## src/rtl/lsu_dmem_master_if.sv

```systemverilog
// Bus bundle between the load/store unit and its neighbours.
// Request side : req_valid/req_ready handshake plus req_we, req_funct3,
//                req_addr and req_wdata from the execute stage.
// Response side: rsp_valid pulse with rsp_rdata and rsp_fault.
// Memory side  : mem_a, mem_rde, mem_we, mem_wd towards the data memory,
//                mem_rd (combinational read data) back from it.
// The master modport is the LSU; the slave modport is the core + memory.
interface lsu_dmem_master_if;
    logic        req_valid;
    logic        req_ready;
    logic        req_we;
    logic [2:0]  req_funct3;
    logic [31:0] req_addr;
    logic [31:0] req_wdata;
    logic        rsp_valid;
    logic [31:0] rsp_rdata;
    logic        rsp_fault;
    logic [31:0] mem_a;
    logic        mem_rde;
    logic [31:0] mem_rd;
    logic        mem_we;
    logic [31:0] mem_wd;

    modport master (
        input  req_valid, req_we, req_funct3, req_addr, req_wdata, mem_rd,
        output req_ready, rsp_valid, rsp_rdata, rsp_fault,
               mem_a, mem_rde, mem_we, mem_wd
    );

    modport slave (
        output req_valid, req_we, req_funct3, req_addr, req_wdata, mem_rd,
        input  req_ready, rsp_valid, rsp_rdata, rsp_fault,
               mem_a, mem_rde, mem_we, mem_wd
    );
endinterface

```

## src/rtl/lsu_dmem_master.sv

```systemverilog
// Load/store unit between the execute stage and a word-wide, byte-addressed
// data memory. One request at a time; sub-word stores are done as a
// read-modify-write because the memory always writes a whole word.
// Faulting requests (illegal width, misaligned, out of range) respond at
// once and never touch memory.
// Ports:
//   clk   - clock, all state changes on the rising edge
//   rst_n - synchronous active-low reset
//   bus   - lsu_dmem_master_if.master: request, response and memory ports
// Parameter:
//   MEM_SIZE - memory depth in 32-bit words
module lsu_dmem_master #(
    parameter int MEM_SIZE = 4096
) (
    input  logic                    clk,
    input  logic                    rst_n,
    lsu_dmem_master_if.master       bus
);

    typedef enum logic [2:0] {
        IDLE,
        LOAD,
        READ,
        WRITE,
        RESP
    } state_t;

    localparam logic [32:0] LAST_ADDR = 33'(MEM_SIZE * 4 - 1);

    state_t      state;
    state_t      next_state;

    logic [31:0] addr_q;
    logic        we_q;
    logic [2:0]  f3_q;
    logic        fault_q;
    logic [31:0] merge_q;
    logic [31:0] rdata_q;

    logic [2:0]  req_size;
    logic        req_illegal;
    logic        req_misaligned;
    logic        req_out_of_range;
    logic        req_fault;
    logic [32:0] req_last_byte;

    logic [7:0]  load_byte;
    logic [15:0] load_half;
    logic [31:0] load_val;
    logic [31:0] merge_val;

    // Fault classification of the request currently on the bus. The last
    // byte is computed one bit wider so addresses near 2^32 cannot wrap
    // around into the legal range.
    always_comb begin
        req_size = 3'd4;
        case (bus.req_funct3[1:0])
            2'b00:   req_size = 3'd1;
            2'b01:   req_size = 3'd2;
            default: req_size = 3'd4;
        endcase
        if (bus.req_we) begin
            req_illegal = !(bus.req_funct3 inside {3'b000, 3'b001, 3'b010});
        end else begin
            req_illegal = !(bus.req_funct3 inside {3'b000, 3'b001, 3'b010,
                                                   3'b100, 3'b101});
        end
        req_misaligned   = ((bus.req_funct3[1:0] == 2'b01) && bus.req_addr[0]) ||
                           ((bus.req_funct3[1:0] == 2'b10) && (bus.req_addr[1:0] != 2'b00));
        req_last_byte    = {1'b0, bus.req_addr} + {30'b0, req_size} - 33'd1;
        req_out_of_range = req_last_byte > LAST_ADDR;
        req_fault        = req_illegal || req_misaligned || req_out_of_range;
    end

    // Load lane selection and extension from the word the memory returns.
    always_comb begin
        load_byte = bus.mem_rd[7:0];
        case (addr_q[1:0])
            2'b00: load_byte = bus.mem_rd[7:0];
            2'b01: load_byte = bus.mem_rd[15:8];
            2'b10: load_byte = bus.mem_rd[23:16];
            2'b11: load_byte = bus.mem_rd[31:24];
        endcase
        load_half = addr_q[1] ? bus.mem_rd[31:16] : bus.mem_rd[15:0];
        case (f3_q)
            3'b000:  load_val = {{24{load_byte[7]}}, load_byte};
            3'b001:  load_val = {{16{load_half[15]}}, load_half};
            3'b100:  load_val = {24'b0, load_byte};
            3'b101:  load_val = {16'b0, load_half};
            default: load_val = bus.mem_rd;
        endcase
    end

    // Read-modify-write merge. Until READ completes, merge_q still holds the
    // right-aligned store data, so the new lane comes from its low bits.
    always_comb begin
        merge_val = bus.mem_rd;
        if (f3_q[1:0] == 2'b00) begin
            merge_val[{addr_q[1:0], 3'b000} +: 8] = merge_q[7:0];
        end else begin
            merge_val[{addr_q[1], 4'b0000} +: 16] = merge_q[15:0];
        end
    end

    // State register.
    always_ff @(posedge clk) begin
        if (!rst_n) begin
            state <= IDLE;
        end else begin
            state <= next_state;
        end
    end

    // Next-state logic: a faulting request goes straight to RESP, word
    // stores skip the read phase, sub-word stores read first.
    always_comb begin
        next_state = state;
        case (state)
            IDLE: begin
                if (bus.req_valid) begin
                    if (req_fault) begin
                        next_state = RESP;
                    end else if (!bus.req_we) begin
                        next_state = LOAD;
                    end else if (bus.req_funct3[1:0] == 2'b10) begin
                        next_state = WRITE;
                    end else begin
                        next_state = READ;
                    end
                end
            end
            LOAD:    next_state = RESP;
            READ:    next_state = WRITE;
            WRITE:   next_state = RESP;
            RESP:    next_state = IDLE;
            default: next_state = IDLE;
        endcase
    end

    // Request latches, load result and merge register.
    always_ff @(posedge clk) begin
        if (!rst_n) begin
            addr_q  <= '0;
            we_q    <= 1'b0;
            f3_q    <= '0;
            fault_q <= 1'b0;
            merge_q <= '0;
            rdata_q <= '0;
        end else begin
            case (state)
                IDLE: begin
                    if (bus.req_valid) begin
                        addr_q  <= bus.req_addr;
                        we_q    <= bus.req_we;
                        f3_q    <= bus.req_funct3;
                        fault_q <= req_fault;
                        merge_q <= bus.req_wdata;
                        rdata_q <= '0;
                    end
                end
                LOAD:    rdata_q <= load_val;
                READ:    merge_q <= merge_val;
                default: ;
            endcase
        end
    end

    // Outputs. Memory strobes are gated by rst_n so a WRITE cycle that
    // coincides with reset cannot commit.
    assign bus.req_ready = (state == IDLE);
    assign bus.rsp_valid = (state == RESP);
    assign bus.rsp_fault = (state == RESP) && fault_q;
    assign bus.rsp_rdata = ((state == RESP) && !we_q && !fault_q) ? rdata_q : 32'h0;
    assign bus.mem_a     = {addr_q[31:2], 2'b00};
    assign bus.mem_rde   = rst_n && ((state == LOAD) || (state == READ));
    assign bus.mem_we    = rst_n && (state == WRITE);
    assign bus.mem_wd    = (state == WRITE) ? merge_q : 32'h0;

endmodule

```

## src/flat_wrapper.sv

```systemverilog
// flat-port wrapper written by rule: the top's interface ports become plain ports
module lsu_dmem_master_flat 
#(
    parameter int MEM_SIZE = 4096
)
  (clk, rst_n, bus_req_valid, bus_req_we, bus_req_funct3, bus_req_addr, bus_req_wdata, bus_mem_rd, bus_req_ready, bus_rsp_valid, bus_rsp_rdata, bus_rsp_fault, bus_mem_a, bus_mem_rde, bus_mem_we, bus_mem_wd);
  lsu_dmem_master_if bus_i ();
  input  logic clk;
  input  logic rst_n;
  input wire logic [$bits(bus_i.req_valid)-1:0] bus_req_valid;
  input wire logic [$bits(bus_i.req_we)-1:0] bus_req_we;
  input wire logic [$bits(bus_i.req_funct3)-1:0] bus_req_funct3;
  input wire logic [$bits(bus_i.req_addr)-1:0] bus_req_addr;
  input wire logic [$bits(bus_i.req_wdata)-1:0] bus_req_wdata;
  input wire logic [$bits(bus_i.mem_rd)-1:0] bus_mem_rd;
  output wire logic [$bits(bus_i.req_ready)-1:0] bus_req_ready;
  output wire logic [$bits(bus_i.rsp_valid)-1:0] bus_rsp_valid;
  output wire logic [$bits(bus_i.rsp_rdata)-1:0] bus_rsp_rdata;
  output wire logic [$bits(bus_i.rsp_fault)-1:0] bus_rsp_fault;
  output wire logic [$bits(bus_i.mem_a)-1:0] bus_mem_a;
  output wire logic [$bits(bus_i.mem_rde)-1:0] bus_mem_rde;
  output wire logic [$bits(bus_i.mem_we)-1:0] bus_mem_we;
  output wire logic [$bits(bus_i.mem_wd)-1:0] bus_mem_wd;
  assign bus_i.req_valid = bus_req_valid;
  assign bus_i.req_we = bus_req_we;
  assign bus_i.req_funct3 = bus_req_funct3;
  assign bus_i.req_addr = bus_req_addr;
  assign bus_i.req_wdata = bus_req_wdata;
  assign bus_i.mem_rd = bus_mem_rd;
  assign bus_req_ready = bus_i.req_ready;
  assign bus_rsp_valid = bus_i.rsp_valid;
  assign bus_rsp_rdata = bus_i.rsp_rdata;
  assign bus_rsp_fault = bus_i.rsp_fault;
  assign bus_mem_a = bus_i.mem_a;
  assign bus_mem_rde = bus_i.mem_rde;
  assign bus_mem_we = bus_i.mem_we;
  assign bus_mem_wd = bus_i.mem_wd;
  lsu_dmem_master #(.MEM_SIZE(MEM_SIZE)) u_core (.clk(clk), .rst_n(rst_n), .bus(bus_i));
endmodule
```

## config.mk

```make
export PLATFORM = sky130hd
export DESIGN_NAME = lsu_dmem_master_flat
export DESIGN_NICKNAME = d
export VERILOG_FILES = /design/src/rtl/lsu_dmem_master_if.sv /design/src/rtl/lsu_dmem_master.sv /design/src/flat_wrapper.sv
export SDC_FILE = /design/constraint.sdc
export NUM_CORES = 1
export LEC_CHECK = 0
export ABC_AREA = 0
export CORE_MARGIN = 10
export CORE_UTILIZATION = 45
export CTS_CLUSTER_DIAMETER = 150
export CTS_CLUSTER_SIZE = 16
export DETAILED_ROUTE_END_ITERATION = 10
export PLACE_DENSITY_LB_ADDON = 0.3
export SETUP_SLACK_MARGIN = 0.5
export SYNTH_ARGS = -nofsm -noshare
export SYNTH_HDL_FRONTEND = slang
export SYNTH_SLANG_ARGS = --single-unit
export TNS_END_PERCENT = 50
```

## constraint.sdc

```tcl
create_clock -name clk -period 3.65 [get_ports clk]
set_input_delay 0.73 -clock clk [delete_from_list [all_inputs] [get_ports clk]]
set_output_delay 0.73 -clock clk [all_outputs]
set_load 0.005 [all_outputs]
```

# After elaboration in Yosys (flattened, before gate mapping)
# Index checks and enable logic that the tools add are counted.
# classes
add_sub_neg	4
order_cmp	1
shift	4
n_mux	19
n_reduce_logical	30
n_eq_ne	17
# ops
cell	count
32-bit 2-to-1 mux	5
32-bit one-hot mux with 2 select lines	2
32-bit one-hot mux with 4 select lines	1
32-bit bitwise mux	2
32-bit by 3-bit adder with 33-bit output	1
33-bit by 14-bit greater-than comparator with 1-bit output (second input constant)	1
33-bit by 1-bit subtractor with 33-bit output (second input constant)	1
8-bit one-hot mux with 4 select lines	1
16-bit by 7-bit variable shift with 32-bit output (first input constant)	1
8-bit by 7-bit variable shift with 32-bit output (first input constant)	1
16-bit by 7-bit variable part select with 32-bit output	1
8-bit by 7-bit variable part select with 32-bit output	1
16-bit 2-to-1 mux	1
3-bit equality test (second input constant)	5
5-bit negator with 7-bit output	2
3-bit by 1-bit equality test with 1-bit output (second input constant)	3
3-bit by 2-bit equality test with 1-bit output (second input constant)	3
3-bit logical NOT	3
3-bit 2-to-1 mux	3
3-bit one-hot mux with 3 select lines	1
1-bit logical AND	7
2-bit equality test (second input constant)	3
2-bit logical NOT	3
3-bit one-hot mux with 2 select lines	1
other kinds (10)	22
# word_totals
register_bits	104
output_inout_bits	101

# Depth between registers and ports, before layout
# logic_depth
ltp_word	9
depth_mapped	14

# Least setup slack after synthesis
# OpenSTA, ideal clock, no wires.
# synth_path
kind	input to register
start	input port bus_req_funct3[1]
end	register u_core.state[0]
setup_time_ps	60
path_stages	14
path_slack_ps	148
t_arrival_ps	3442
path_cell_list	inv_1 -> nand2_1 -> ha_1 -> inv_1 -> ha_1 -> fa_1 -> a211oi_1 -> o211ai_1 -> a211oi_2 -> nor4_2 -> or3_1 -> a221o_1 -> nor4_1 -> a22o_1
# synth_between
elab_chain_len	9
elab_cells_between_ends	27
classes_between	add/sub (2); order compare (1); eq/ne (6); mux (7); reduce/logical (11)
# synth_lines
item	line	rtl
start: declaration	flat_wrapper.sv:12	input wire logic [$bits(bus_i.req_funct3)-1:0] bus_req_funct3;
2-bit by 1-bit equality test with 1-bit output (tied with other cells)	lsu_dmem_master.sv:57, lsu_dmem_master.sv:68	
3-bit one-hot mux with 2 select lines (tied with other cells)	lsu_dmem_master.sv:57	case (bus.req_funct3[1:0])
32-bit by 3-bit adder with 33-bit output (tied with other cells)	lsu_dmem_master.sv:70	req_last_byte = {1'b0, bus.req_addr} + {30'b0, req_size} - 33'd1;
33-bit by 1-bit subtractor with 33-bit output / 1-bit 2-to-1 mux (equally long branches)	lsu_dmem_master.sv:70, lsu_dmem_master.sv:62	
33-bit by 14-bit greater-than comparator with 1-bit output / 1-bit logical OR (equally long branches)	lsu_dmem_master.sv:71, lsu_dmem_master.sv:72	
1-bit logical OR	lsu_dmem_master.sv:72	req_fault = req_illegal || req_misaligned || req_out_of_range;
3-bit 2-to-1 mux (*)	lsu_dmem_master.sv:121	if (req_fault) begin
3-bit 2-to-1 mux (*)	lsu_dmem_master.sv:120	if (bus.req_valid) begin
3-bit one-hot mux with 3 select lines (*)	lsu_dmem_master.sv:118	case (state)
end signal: assignment	lsu_dmem_master.sv:110	state <= next_state;
end: declaration	lsu_dmem_master.sv:30	state_t state;
# Mark *: on every way between the ends. The rest lies on a longest branch, timed or not. The select of a mux whose other input is x is not followed.
# A chain may end at the register's enable or synchronous reset.

# Worst setup path in the final report
# layout_path
start	input port bus_req_funct3[1]
end	register u_core.state[1]
# layout_between
elab_chain_len	9
elab_cells_between_ends	25
classes_between	add/sub (2); order compare (1); eq/ne (6); mux (5); reduce/logical (11)
# layout_lines
item	line
2-bit by 1-bit equality test with 1-bit output (tied with other cells)	lsu_dmem_master.sv:57, lsu_dmem_master.sv:68
3-bit one-hot mux with 2 select lines (tied with other cells)	lsu_dmem_master.sv:57
32-bit by 3-bit adder with 33-bit output (tied with other cells)	lsu_dmem_master.sv:70
33-bit by 1-bit subtractor with 33-bit output / 1-bit 2-to-1 mux (equally long branches)	lsu_dmem_master.sv:70, lsu_dmem_master.sv:62
33-bit by 14-bit greater-than comparator with 1-bit output / 1-bit logical OR (equally long branches)	lsu_dmem_master.sv:71, lsu_dmem_master.sv:72
1-bit logical OR (*)	lsu_dmem_master.sv:72
3-bit 2-to-1 mux (*)	lsu_dmem_master.sv:121
3-bit 2-to-1 mux (*)	lsu_dmem_master.sv:120
3-bit one-hot mux with 3 select lines (*)	lsu_dmem_master.sv:118
# Marked as above.

==> results.sh <==
export IMPL_cts_root_buffer_cell="clkbuf_16"
export IMPL_p_switching_mw=1.06
export IMPL_yosys_area_share_simple_pct=25.9
export IMPL_place_gp_congestion=0.968
export IMPL_cts_sinks=104
export IMPL_crit_top_cell="buf_4"
export IMPL_first_pass_iters=5
export IMPL_power_density_mw_per_mm2=295
export IMPL_die_area_mm2=0.0227
export IMPL_grt_pass1_wl_um=45100
export IMPL_seq_area_frac_synth_pct=27.1
export IMPL_final_cell_mix="clkdlybuf4s50_1, nand2_1, buf_4, dfxtp_1, o21ai_0"
export IMPL_worst_path_max_fanout=3
export IMPL_path_cells="buf_6, buf_8, inv_12, nand2_4, ha_4, inv_2, ha_4, fa_2, a211oi_2, o211ai_1, buf_4, o211a_4, buf_6, buf_4, nor2_4, a21oi_1, xor2_1, buf_4, nor4_2, a22o_1"
export IMPL_p_int_mw=2.22
export IMPL_hold_class="reg2reg"
export IMPL_synth_edff_count=0
export IMPL_worstSetupStartpointType="primary input"
export IMPL_overflow=0
export IMPL_synthCells=1049
export IMPL_pwr_share_clk_pct=31.1
export IMPL_cts_tree="done"
export IMPL_max_freq_ghz=0.289
export IMPL_hpwl_um=22900
export IMPL_detail_route_wl_per_cell_um=19.4
export IMPL_antenna_found_initial=0
export IMPL_synth_top_family_by_area="compound AO/OA/AOI/OAI gates"
export IMPL_hold_viol=0
export IMPL_worstPathArrival_ns=3.77
export IMPL_end_kind="flop"
export IMPL_ys_ff_latch=104
export IMPL_dr_total_vias=8759
export IMPL_ys_flop_type="dfxtp_1"
export IMPL_muxShareOfSynthArea_pct=0.521
export IMPL_synth_compound_area_share_pct=30.7
export IMPL_ant_nets=0
export IMPL_synth_fa_ha_area_share_pct=6.60
export IMPL_synthXorXnorAreaFrac_pct=0.456
export IMPL_worstMarginPinSlew_ns=0.900
export IMPL_p_leak_nw=4.45
export IMPL_relSlewSlack_pct=39.6
export IMPL_ir_worst_vdd_uv=222
export IMPL_grt_max_degree=67
export IMPL_worst_endpoint_required_ns=3.96
export IMPL_vias_per_cell=5.73
export IMPL_ys_types=70
export IMPL_final_common_cell="clkdlybuf4s50_1"
export IMPL_post_route_drc_count=0
export IMPL_placementRows=47
export IMPL_portBuffers=201
export IMPL_power_mw=3.27
export IMPL_ys_warn_count=0
export IMPL_post_route_util_pct=66.7
export IMPL_numCtsBuffers=9
export IMPL_syn_to_final_growth_pct=44.4
export IMPL_power_frac_seq_pct=37.4
export IMPL_routed_wl_um=29600
export IMPL_antennaDiodeCount=0
export IMPL_critPathMaxStageDelay_ns=0.33
export IMPL_fp_dieW_um=151
export IMPL_period_share_pct=94.9
export IMPL_cap_viol_max_count=0
export IMPL_cp_buffers_inverters=8
export IMPL_htreeDepth=3
export IMPL_swShare_pct=32.2
export IMPL_cts_path_max_buffers=2
export IMPL_gr_usage_all_layers_pct=24.6
export IMPL_post_synth_instance_area_mm2=0.00769
export IMPL_final_nets=1447
export IMPL_crit_slowest_cell="fa_2"
export IMPL_die_y_um=151
export IMPL_fin_crit_ns=3.47
export IMPL_setup_viol=0
export IMPL_post_synth_cell_area_avg_um2=7.33
export IMPL_core_area_mm2=0.0166
export IMPL_start_util_pct=46.2
export IMPL_pwr_share_comb_pct=31.6
export IMPL_fin_skew_ns=0.0118
export IMPL_drt_initial_drc_count=855
export IMPL_drive_gt1_share_pct=16.4
export IMPL_grt_pass1_vias=8164
export IMPL_async_flop_share_pct=0
export IMPL_clk_pin_slew_ns=0.08
export IMPL_critPathTopFamily="buffers and inverters"
export IMPL_clkLatencyLatePin_ns=0.36
export IMPL_path_class="in2reg"
export IMPL_status="finished clean"
export IMPL_rsz0062_at_grt="yes"
export IMPL_num_io_pins=204
export IMPL_maxSlewViolCount=0
==> synth_stat cells (13+ instances only) <==
master    number  area share, %
clkbuf_1      51            2.5
and3_1        13            1.1
ha_1          39            6.3
nand2_1      181            8.8
a221oi_1      13            1.5
inv_1         47            2.3
a221o_1       16            2.1
nand3_1       13           0.85
buf_4         32            3.1
a21oi_1       67            4.4
a21boi_0      68            6.6
dfxtp_1      104             27
nor3_1        24            1.6
nor2_1        40            2.0
and2_1        73            5.9
o21ai_0       84            5.5
==> repair_timing <==
action / 4_1_cts / 5_1_grt
hold buffers: 0 / 0
setup endpoints to repair: 27 / 39
pin swaps: 14 / 22
resized for setup: 34 / 38
setup buffers: 5 / 6
gates cloned: 0 / 0
hold endpoints to repair: 0 / 0
==> stage by stage <==
step / instance area (um^2) / setup slack [ns] / hold WS [ns] / instances / setup TNS, ns
finish: 11100 / 0.184 / 0.461 / 1528 / 0
global route: 11100 / 0.0348 / 0.472 / 1528 / 0
CTS: 10900 / 0.215 / 0.464 / 1522 / 0
detailed placement: 10500 / -0.599 / 0.455 / 1502 / -2.34
global placement: 10500 / -0.478 / 0.444 / 1502 / -1.88
floorplan: 7720 / 0.248 / 0.436 / 1050 / 0
==> cell families after synthesis <==
group           Yosys count
flops                   104
xor+xnor                  4
other cells               1
mux                       4
simple gates            408
buf+inv                 141
compound gates          347
fa+ha+maj                40
==> power by group through the flow <==
stage	clock network [mW]	registers, mW	logic, mW
floorplan	0	1.23	0.497
detailed placement	0	1.25	0.945
CTS	1.04	1.22	0.974
global placement	0	1.25	0.940
finish	1.02	1.22	1.03
global route	1.07	1.23	1.12
==> registers in the layout (all words and copies together) (netlist names) <==
name and cells:
u_core.f3_q 3, u_core.merge_q 32, u_core.state 3, u_core.fault_q 1
u_core.rdata_q 32, u_core.we_q 1, u_core.addr_q 32
==> area by class of cell <==
cell class / count / area, um^2
Clock buffer: 9 / 225
Clock inverter: 6 / 75.1
Fill cell: 1497 / 5540
Inverter: 47 / 189
Multi-Input combinational cell: 805 / 5220
Sequential cell: 104 / 2080
Tap cell: 220 / 275
Timing Repair Buffer: 337 / 3040
==> tightest hold or removal path: cells and delay by family, from the launching register on <==
kind             cells  cell delay, ns
flip-flops           1            0.31
AO/OA/AOI/OAI        1            0.06
AND/OR/NAND/NOR      1            0.05
==> routing by layer <==
layer | vias up | GRT usage [%] | share of wire (%)
li1 | 4220 | - | -
met1 | 4065 | 33.2 | 43
met2 | 426 | 37.3 | 44
met3 | 48 | 6.96 | 10
met4 | 0 | 7.03 | 2.2
met5 | - | 0 | 0
==> worst paths after layout <==
path,startpoint,endpoint,slack [ns],depth (start not counted)
worst max-delay path,bus_req_funct3[1],u_core.state[1],0.18,20
worst min-delay path,u_core.rdata_q[14],u_core.rdata_q[14],0.46,2
worst max register to register,u_core.addr_q[1],u_core.rdata_q[15],0.52,10
worst min register to register,u_core.rdata_q[14],u_core.rdata_q[14],0.46,2
(Power assumes the default switching activity.)
